[config.mk]
export PLATFORM = sky130hd
export DESIGN_NAME = multi_ch_frame_tx_flat
export DESIGN_NICKNAME = d
export VERILOG_FILES = /design/src/rtl/multi_ch_frame_tx_pkg.sv /design/src/rtl/multi_ch_frame_tx_if.sv /design/src/rtl/multi_ch_frame_tx_baud_tick_gen.sv /design/src/rtl/multi_ch_frame_tx.sv /design/src/flat_wrapper.sv
export SDC_FILE = /design/constraint.sdc
export NUM_CORES = 1
export LEC_CHECK = 0
export ABC_AREA = 1
export CAP_MARGIN = 10
export CORE_UTILIZATION = 50
export DETAILED_ROUTE_END_ITERATION = 12
export GPL_TIMING_DRIVEN = 0
export PLACE_DENSITY_LB_ADDON = 0.1
export SLEW_MARGIN = 20
export SYNTH_ARGS = -nofsm -noshare
export SYNTH_HDL_FRONTEND = slang
export SYNTH_SLANG_ARGS = --single-unit
[constraint.sdc]
create_clock -name clk_1M -period 1.1 [get_ports clk_1M]
set_input_delay 0.165 -clock clk_1M [delete_from_list [all_inputs] [get_ports clk_1M]]
set_output_delay 0.165 -clock clk_1M [all_outputs]
set_load 0.03 [all_outputs]
[src/rtl/multi_ch_frame_tx_pkg.sv]
// Shared types and helpers for the multi-channel serial frame transmitter.
package multi_ch_frame_tx_pkg;

    typedef enum logic [1:0] {
        IDLE = 2'd0,
        SEND = 2'd1,
        STOP = 2'd2
    } state_t;

    localparam int PARITY_BITS = 2;
    localparam int STOP_BITS   = 1;

    // Total line bits per frame: markers + words, then parity and stop.
    function automatic int frame_bits(input int n_ch, input int mark_bits, input int data_w);
        return n_ch * (mark_bits + data_w) + PARITY_BITS + STOP_BITS;
    endfunction

endpackage

[src/rtl/multi_ch_frame_tx_if.sv]
// Frame input handshake: valid/ready plus the concatenated channel words.
interface multi_ch_frame_tx_if #(
    parameter int DATA_W = 8,
    parameter int N_CH   = 2
);
    logic                     frame_valid;
    logic                     frame_ready;
    logic [N_CH*DATA_W-1:0]   tx_data;

    modport master (output frame_valid, output tx_data, input frame_ready);
    modport slave  (input frame_valid, input tx_data, output frame_ready);
endinterface

[src/rtl/multi_ch_frame_tx_baud_tick_gen.sv]
// Bit-period divider (baud_tick_gen): one-cycle tick every DIV enabled cycles.
module multi_ch_frame_tx_baud_tick_gen #(
    parameter int DIV = 1
) (
    input  logic clk_1M,
    input  logic rst,
    input  logic i_clear,
    input  logic i_en,
    output logic o_tick
);
    localparam int            CW   = (DIV > 1) ? $clog2(DIV) : 1;
    localparam logic [CW-1:0] LAST = CW'(DIV - 1);

    logic [CW-1:0] r_cnt;

    assign o_tick = i_en && (r_cnt == LAST);

    // Divider counter; restarts on a new frame so bit 0 gets a full period.
    always_ff @(posedge clk_1M) begin
        if (rst || i_clear) begin
            r_cnt <= '0;
        end else if (i_en) begin
            r_cnt <= (r_cnt == LAST) ? '0 : r_cnt + 1'b1;
        end
    end
endmodule

[src/rtl/multi_ch_frame_tx.sv]
// Multi-channel serial frame transmitter.
// Optional feature macro: FRAME_TX_PARITY_EN (real even parity in both
// parity bits); when undefined the parity bits are constant 0.
module multi_ch_frame_tx
    import multi_ch_frame_tx_pkg::*;
#(
    parameter int DATA_W    = 8,
    parameter int N_CH      = 2,
    parameter int MARK_BITS = 2,
    parameter int DIV       = 1
) (
    input  logic                 clk_1M,
    input  logic                 rst,
    multi_ch_frame_tx_if.slave   s_if,
    output logic                 tx,
    output logic                 busy
);
    localparam int            FB   = frame_bits(N_CH, MARK_BITS, DATA_W);
    localparam int            SLOT = MARK_BITS + DATA_W;
    localparam int            BW   = (FB > 1) ? $clog2(FB) : 1;
    localparam logic [BW-1:0] LAST_SEND_BIT = BW'(FB - 2);

    if (DATA_W < 1 || N_CH < 1 || MARK_BITS < 1 || DIV < 1) begin : g_bad_params
        $fatal(1, "multi_ch_frame_tx: DATA_W, N_CH, MARK_BITS and DIV must all be >= 1");
    end

    state_t               r_state;
    state_t               w_state_next;
    logic [FB-1:0]        r_shift;
    logic [BW-1:0]        r_bit;
    logic                 w_accept;
    logic                 w_tick;
    logic                 w_par;
    logic [N_CH*SLOT-1:0] w_body;
    logic [FB-1:0]        w_frame;

    assign s_if.frame_ready = (r_state == IDLE) && !rst;
    assign w_accept         = s_if.frame_valid && s_if.frame_ready;
    assign busy             = (r_state != IDLE);
    // Line bit is always the LSB of the shift register, so tx is a flop output.
    assign tx               = r_shift[0];

    // Each channel slot: marker zeros first on the line, then the word LSB first.
    genvar gi;
    for (gi = 0; gi < N_CH; gi++) begin : g_slot
        assign w_body[gi*SLOT +: SLOT] = {s_if.tx_data[gi*DATA_W +: DATA_W], {MARK_BITS{1'b0}}};
    end

`ifdef FRAME_TX_PARITY_EN
    assign w_par = ^s_if.tx_data;
`else
    assign w_par = 1'b0;
`endif

    assign w_frame = {1'b1, w_par, w_par, w_body};

    multi_ch_frame_tx_baud_tick_gen #(.DIV(DIV)) u_baud_tick_gen (
        .clk_1M  (clk_1M),
        .rst     (rst),
        .i_clear (w_accept),
        .i_en    (busy),
        .o_tick  (w_tick)
    );

    // State register.
    always_ff @(posedge clk_1M) begin
        if (rst) r_state <= IDLE;
        else     r_state <= w_state_next;
    end

    // Next-state logic: SEND covers marker/data/parity, STOP the final bit.
    always_comb begin
        w_state_next = r_state;
        case (r_state)
            IDLE:    if (w_accept) w_state_next = SEND;
            SEND:    if (w_tick && (r_bit == LAST_SEND_BIT)) w_state_next = STOP;
            STOP:    if (w_tick) w_state_next = IDLE;
            default: w_state_next = IDLE;
        endcase
    end

    // Frame shift register (ones shifted in keep the line idle high) and bit counter.
    always_ff @(posedge clk_1M) begin
        if (rst) begin
            r_shift <= '1;
            r_bit   <= '0;
        end else if (w_accept) begin
            r_shift <= w_frame;
            r_bit   <= '0;
        end else if (w_tick) begin
            r_shift <= {1'b1, r_shift[FB-1:1]};
            if (r_state == SEND) r_bit <= r_bit + 1'b1;
        end
    end
endmodule

[src/flat_wrapper.sv]
// flat-port wrapper written by rule: the top's interface ports become plain ports
module multi_ch_frame_tx_flat import multi_ch_frame_tx_pkg::*;
#(
    parameter int DATA_W    = 8,
    parameter int N_CH      = 2,
    parameter int MARK_BITS = 2,
    parameter int DIV       = 1
)
  (clk_1M, rst, tx, busy, s_if_frame_valid, s_if_tx_data, s_if_frame_ready);
  multi_ch_frame_tx_if #(.DATA_W(DATA_W), .N_CH(N_CH)) s_if_i ();
  input  logic clk_1M;
  input  logic rst;
  output logic tx;
  output logic busy;
  input wire logic [$bits(s_if_i.frame_valid)-1:0] s_if_frame_valid;
  input wire logic [$bits(s_if_i.tx_data)-1:0] s_if_tx_data;
  output wire logic [$bits(s_if_i.frame_ready)-1:0] s_if_frame_ready;
  assign s_if_i.frame_valid = s_if_frame_valid;
  assign s_if_i.tx_data = s_if_tx_data;
  assign s_if_frame_ready = s_if_i.frame_ready;
  multi_ch_frame_tx #(.DATA_W(DATA_W), .N_CH(N_CH), .MARK_BITS(MARK_BITS), .DIV(DIV)) u_core (.clk_1M(clk_1M), .rst(rst), .s_if(s_if_i), .tx(tx), .busy(busy));
endmodule
# After elaboration in Yosys (flattened, before gate mapping)
# Index checks and enable logic that the tools add are counted.
[word_totals] output_inout_bits=3 ff_bits=30 input_bits=19
[classes] n_eq_ne=6 mux=7 reduce_logical=12 n_bitwise=1 addsub=2
[op_table] cell="$mux W22" count=2
[op_table] cell="$mux W2" count=3
[op_table] cell="$pmux W2 S3" count=1
[op_table] cell="$add A5 B1 Y5 const B" count=1
[op_table] cell="$eq A5 B5 Y1 const B" count=1
[op_table] cell="$logic_and A1 B1 Y1" count=4
[op_table] cell="$ne A2 B1 Y1 const B" count=2
[op_table] cell="$reduce_bool A2 Y1" count=2
[op_table] cell="$reduce_and A3 Y1" count=1
[op_table] cell="$eq A2 B1 Y1 const B" count=1
[op_table] cell="$eq A2 B2 Y1 const B" count=1
[op_table] cell="$logic_not A2 Y1" count=1
[op_table] cell="$ne A2 B2 Y1 const B" count=1
[op_table] cell="$reduce_and A2 Y1" count=1
[op_table] cell="$reduce_or A2 Y1" count=1
[op_table] cell="$add A1 B1 Y1 const B" count=1
[op_table] cell="$logic_not A1 Y1" count=1
[op_table] cell="$logic_or A1 B1 Y1" count=1
[op_table] cell="$mux W1" count=1
[op_table] cell="$not A1 Y1" count=1

# Logic depth before layout (Yosys ltp)
[depth] ltp_word=5 mapped_depth=6 mapped_depth_nobuf=6

# By module
# A second synthesis with hierarchy kept.
[hier_totals] hier_cells=178 area_unflattened_um2=1355.0
[modules_own_cells] module="multi_ch_frame_tx" area_each_um2=1347.5 cells_per_inst=177 instances=1
[modules_own_cells] module="multi_ch_frame_tx_baud_tick_gen" area_each_um2=7.5 cells_per_inst=1 instances=1

# Worst setup path before layout
# No wires, ideal clock.
[synth_timing] kind="register to register" startpoint="register u_core.r_state[1]" endpoint="register u_core.r_state[0]" arrival_time_ns=1.086 period_less_slack_ns=1.160 setup_ns=0.074 slack_ns=-0.060 path_buffers=0 path_stages_with_launch=6 t_required_ns=1.026 path_cell_list="dfxtp_1 inv_2 nand2_2 nor2_1 nand2_1 o21ai_0"
[synth_via] elab_chain_cells=5
[synth_lines] element="start: declaration" line_no="multi_ch_frame_tx.sv:27" source="state_t r_state;"
[synth_lines] element="start signal: assignment" line_no="multi_ch_frame_tx.sv:68" source="else r_state <= w_state_next;"
[synth_lines] element="$logic_not A2 Y1" line_no="multi_ch_frame_tx.sv:37" source="assign s_if.frame_ready = (r_state == IDLE) && !rst;"
[synth_lines] element="$logic_and A1 B1 Y1" line_no="multi_ch_frame_tx.sv:37"
[synth_lines] element="via s_if_frame_ready" line_no="flat_wrapper.sv:17" source="output wire logic [$bits(s_if_i.frame_ready)-1:0] s_if_frame_ready;"
[synth_lines] element="$logic_and A1 B1 Y1" line_no="multi_ch_frame_tx.sv:38" source="assign w_accept = s_if.frame_valid && s_if.frame_ready;"
[synth_lines] element="$ne A2 B2 Y1 (no source line)"
[synth_lines] element="$reduce_and A3 Y1 (no source line)"
# The timed path passes the listed nets, and every way through them passes these cells.
# A chain may end at the register's enable or synchronous reset.

# Worst setup path in the final report
[layout_timing] startpoint="register u_core.r_state[1]" endpoint="output busy"
[layout_via] elab_chain_cells=1
[layout_lines] element="$reduce_bool A2 Y1" line_no="multi_ch_frame_tx.sv:39" source="assign busy = (r_state != IDLE);"
[layout_lines] element="end: declaration" line_no="flat_wrapper.sv:14" source="output logic busy;"
# No other way between the ends.

==> impl_metrics.py <==
metrics = {
    "setup_path": {
        "crit_path_top_delay_cell": "dfxtp_2",
        "regToRegEndpoint": "u_core.r_shift[14]",
        "path_cells": "inv_2, nand2_4, buf_6, buf_6",
        "start_kind": "register",
        "cpLargestDelayFamily": "flip-flops",
        "critical_path_class": "reg2out",
        "required_ns": 0.94,
        "r2r_setup_slack_ns": -0.17,
        "end_kind": "output port",
        "r2r_cells": 7,
        "critical_path_depth": 4,
        "slowest_delay_ns": 0.36,
        "worstPathMaxFanout": 5,
        "crit_end": "busy",
        "cp-startpoint": "u_core.r_state[1]",
        "path_buf_inv": 3,
        "r2r_start": "u_core.r_state[1]",
        "arrival_ns": 1.11,
        "cp_common_cell": "buf_6",
    },
    "power": {
        "finalPower_w": 0.00257,
        "power_leakage_nw": 0.839,
        "power.density_mw_per_mm2": 1370,
        "vdd_drop_max_mv": 0.923,
    },
    "routing": {
        "vias": 1252,
        "wl_um": 3300,
        "ant_nets": 0,
        "wl_per_cell_um": 14.1,
        "viasPerCell": 5.37,
        "drtPass1Iterations": 4,
        "drc": 0,
        "initialDrtViolationCount": 38,
    },
    "synthesis": {
        "syn_nets": 184,
        "synth_area_sq_mm": 0.00121,
        "synth_edf_count": 0,
        "synth_seq_cells": 29,
        "synth_area_leaders": "dfxtp_1, nand2_1, a21oi_1, nand3_1, inv_1",
        "ys_warn_count": 0,
        "synth-async-reset-ratio": 0,
        "synth-main-ff-cell": "dfxtp_1",
        "ys_types": 17,
        "synth_top_area_share": 0.480,
        "yosys.area.top_type": "dfxtp_1",
        "ys_seq_area_frac": 0.480,
        "avgSynthCellArea_sq_um": 7.42,
        "netlist_instances": 163,
    },
    "floorplanning": {
        "core_region_area_sq_mm": 0.00225,
        "num_io_pins": 22,
        "die_h_um": 51.2,
        "start_util": 0.536,
        "num_rows": 17,
        "fp.dieArea_sq_mm": 0.00262,
        "fp.dieW_um": 51.2,
    },
    "grt": {
        "grt.busiest_layer": "met2",
        "grtUsageTotal": 0.249,
        "use_met1": 0.299,
        "grt_pass1_vias": 1095,
        "gr-usage-met2": 0.417,
        "groute.layer.met3.usage": 0.0625,
        "grt_max_degree": 11,
        "grt_pass1_wl_um": 4720,
        "overflow": 0,
        "antenna_found_initial": 0,
    },
    "clock_network": {
        "cts_sinks": 29,
        "cts_buffers": 5,
        "cts_root_buffer": "clkbuf_4",
        "clk_path_buf_depth": 2,
        "cts.reportedPaths.clkPinSlew_ns": 0.09,
        "clock_latency_ns": 0.33,
        "h-tree-depth": 2,
        "tritoncts": "done",
    },
    "placement": {
        "place_inst": 211,
        "dp_hpwl_um": 1630,
        "pre_cts_ws_ns": -0.552,
        "port-buffer-count": 20,
        "place.gp.congestion": 0.788,
    },
    "cells_and_area": {
        "drive_gt1_frac": 0.395,
        "regArea_sq_um": 583,
        "area_growth_pct": 54.5,
        "nFillCells": 146,
        "final_cells": 233,
        "antenna_cells": 0,
        "multi_input_area_sq_um": 747,
        "final_nets": 226,
    },
    "sta": {
        "period_minus_slack_ns": 1.28,
        "tightest_slew_ns": 0.546,
        "finClkSkew_ns": 0.00516,
        "period_share": 1.16,
        "fin_ws_ns": -0.179,
        "hold_viol": 0,
        "whs_ns": 0.0897,
        "setup_viol": 23,
        "max_freq_ghz": 0.782,
        "drv_slew": 0,
        "rsz0062_at_grt": "yes",
        "slew_headroom": 0.636,
    },
    "run_status": {
        "violations": "setup timing",
        "status": "finished, violations left",
    },
    "worst_hold_path": {
        "min-delay-path-class": "in2reg",
    },
    "flow_run": {
        "maxCapViolations": 0,
    },
}
-- cells by family (layout without fill, tap and decap cells) --
family	Yosys count	after routing	synth area share
AND/OR/NAND/NOR	85	85	0.299
flip-flops	29	29	0.480
AO/OA/AOI/OAI	27	27	0.112
buffers and inverters	18	60	0.0735
adder cells (fa/ha/maj)	2	2	0.0207
XOR/XNOR	2	2	0.0145
-- stage by stage --
step	utilization	setup TNS [ns]	instance area, sq um
after floorplan	-	0	1210
after global placement	0.642	-7.87	1450
after detailed placement	0.642	-8.18	1450
after CTS	0.735	-0.932	1660
after global routing	0.828	-3.64	1870
final	0.828	-2.33	1870
-- where the power goes --
group	internal [W]	switching, W	leakage [nW]
Combinational	0.000314	0.000360	0.567
Clock	0.000301	0.000359	0.0314
Sequential	0.00116	0.0000754	0.241
Total	0.00177	0.000794	0.839
-- Yosys cell counts, types with 2 or more instances --
| library cell | n |
|---|---|
| buf_2 | 5 |
| inv_1 | 8 |
| o21ai_0 | 4 |
| inv_2 | 2 |
| nor3_1 | 2 |
| xor2_1 | 2 |
| ha_1 | 2 |
| nor2_1 | 7 |
| a21oi_1 | 23 |
| nand2_1 | 55 |
| dfxtp_1 | 29 |
| buf_6 | 2 |
| nand3_1 | 18 |
-- tightest hold or removal path: cells and delay by family --
kind	cells	cell delay [ns]
and+or+nand+nor	1	0.05
buffers and inverters	1	0.14
AOI/OAI and AO/OA	1	0.04
-- placed cells by master (no fill, tap or decap), types with 3 or more instances in the layout --
master,instances
nand2_2,8
nand3_2,14
a21oi_1,9
buf_4,11
inv_1,7
inv_2,3
nand2_1,41
dfxtp_1,27
clkbuf_4,5
nand3_1,4
clkdlybuf4s50_1,17
a21oi_2,13
nor2_1,6
nand2_4,7
buf_6,10
-- area by class of cell --
type,instances,share of cell area
buffer,7,0.0349
clock buffer,7,0.0295
inverter,10,0.0201
multi-input combinational,116,0.400
sequential,29,0.312
tap,28,0.0188
timing repair buffer,36,0.184
-- flip-flops by register name (all words and copies together), names as in the netlist --
| signal | flops |
|---|---|
| u_core.r_state | 2 |
| u_core.r_shift | 22 |
| u_core.r_bit | 5 |
-- metal layers --
metal / vias to the layer above / part of all wire
met3: 12 / 0.041
met1: 589 / 0.42
li1: 615 / -
met4: 0 / 0.027
met2: 36 / 0.51
met5: - / 0
-- how the worst min path moves through the flow --
stage	slack, ns	end	from	depth (start not counted)
2_1_floorplan	0.28	u_core.r_state[0]	s_if_frame_valid	2
3_3_place_gp	0.42	u_core.r_shift[21]	rst	3
3_5_place_dp	0.41	u_core.r_shift[21]	rst	3
4_1_cts	0.08	u_core.r_shift[21]	rst	3
5_1_grt	0.11	u_core.r_shift[15]	rst	3
6_report	0.09	u_core.r_shift[16]	rst	3
-- timing repair --
item / CTS / global route
pin swaps: 6 / 6
endpoints found under the setup margin: 13 / 27
hold buffers: 0 / 0
gates cloned: 1 / 0
resized for setup: 43 / 47
setup buffers: 10 / 6
No activity file was read; power rests on OpenSTA's default activity.
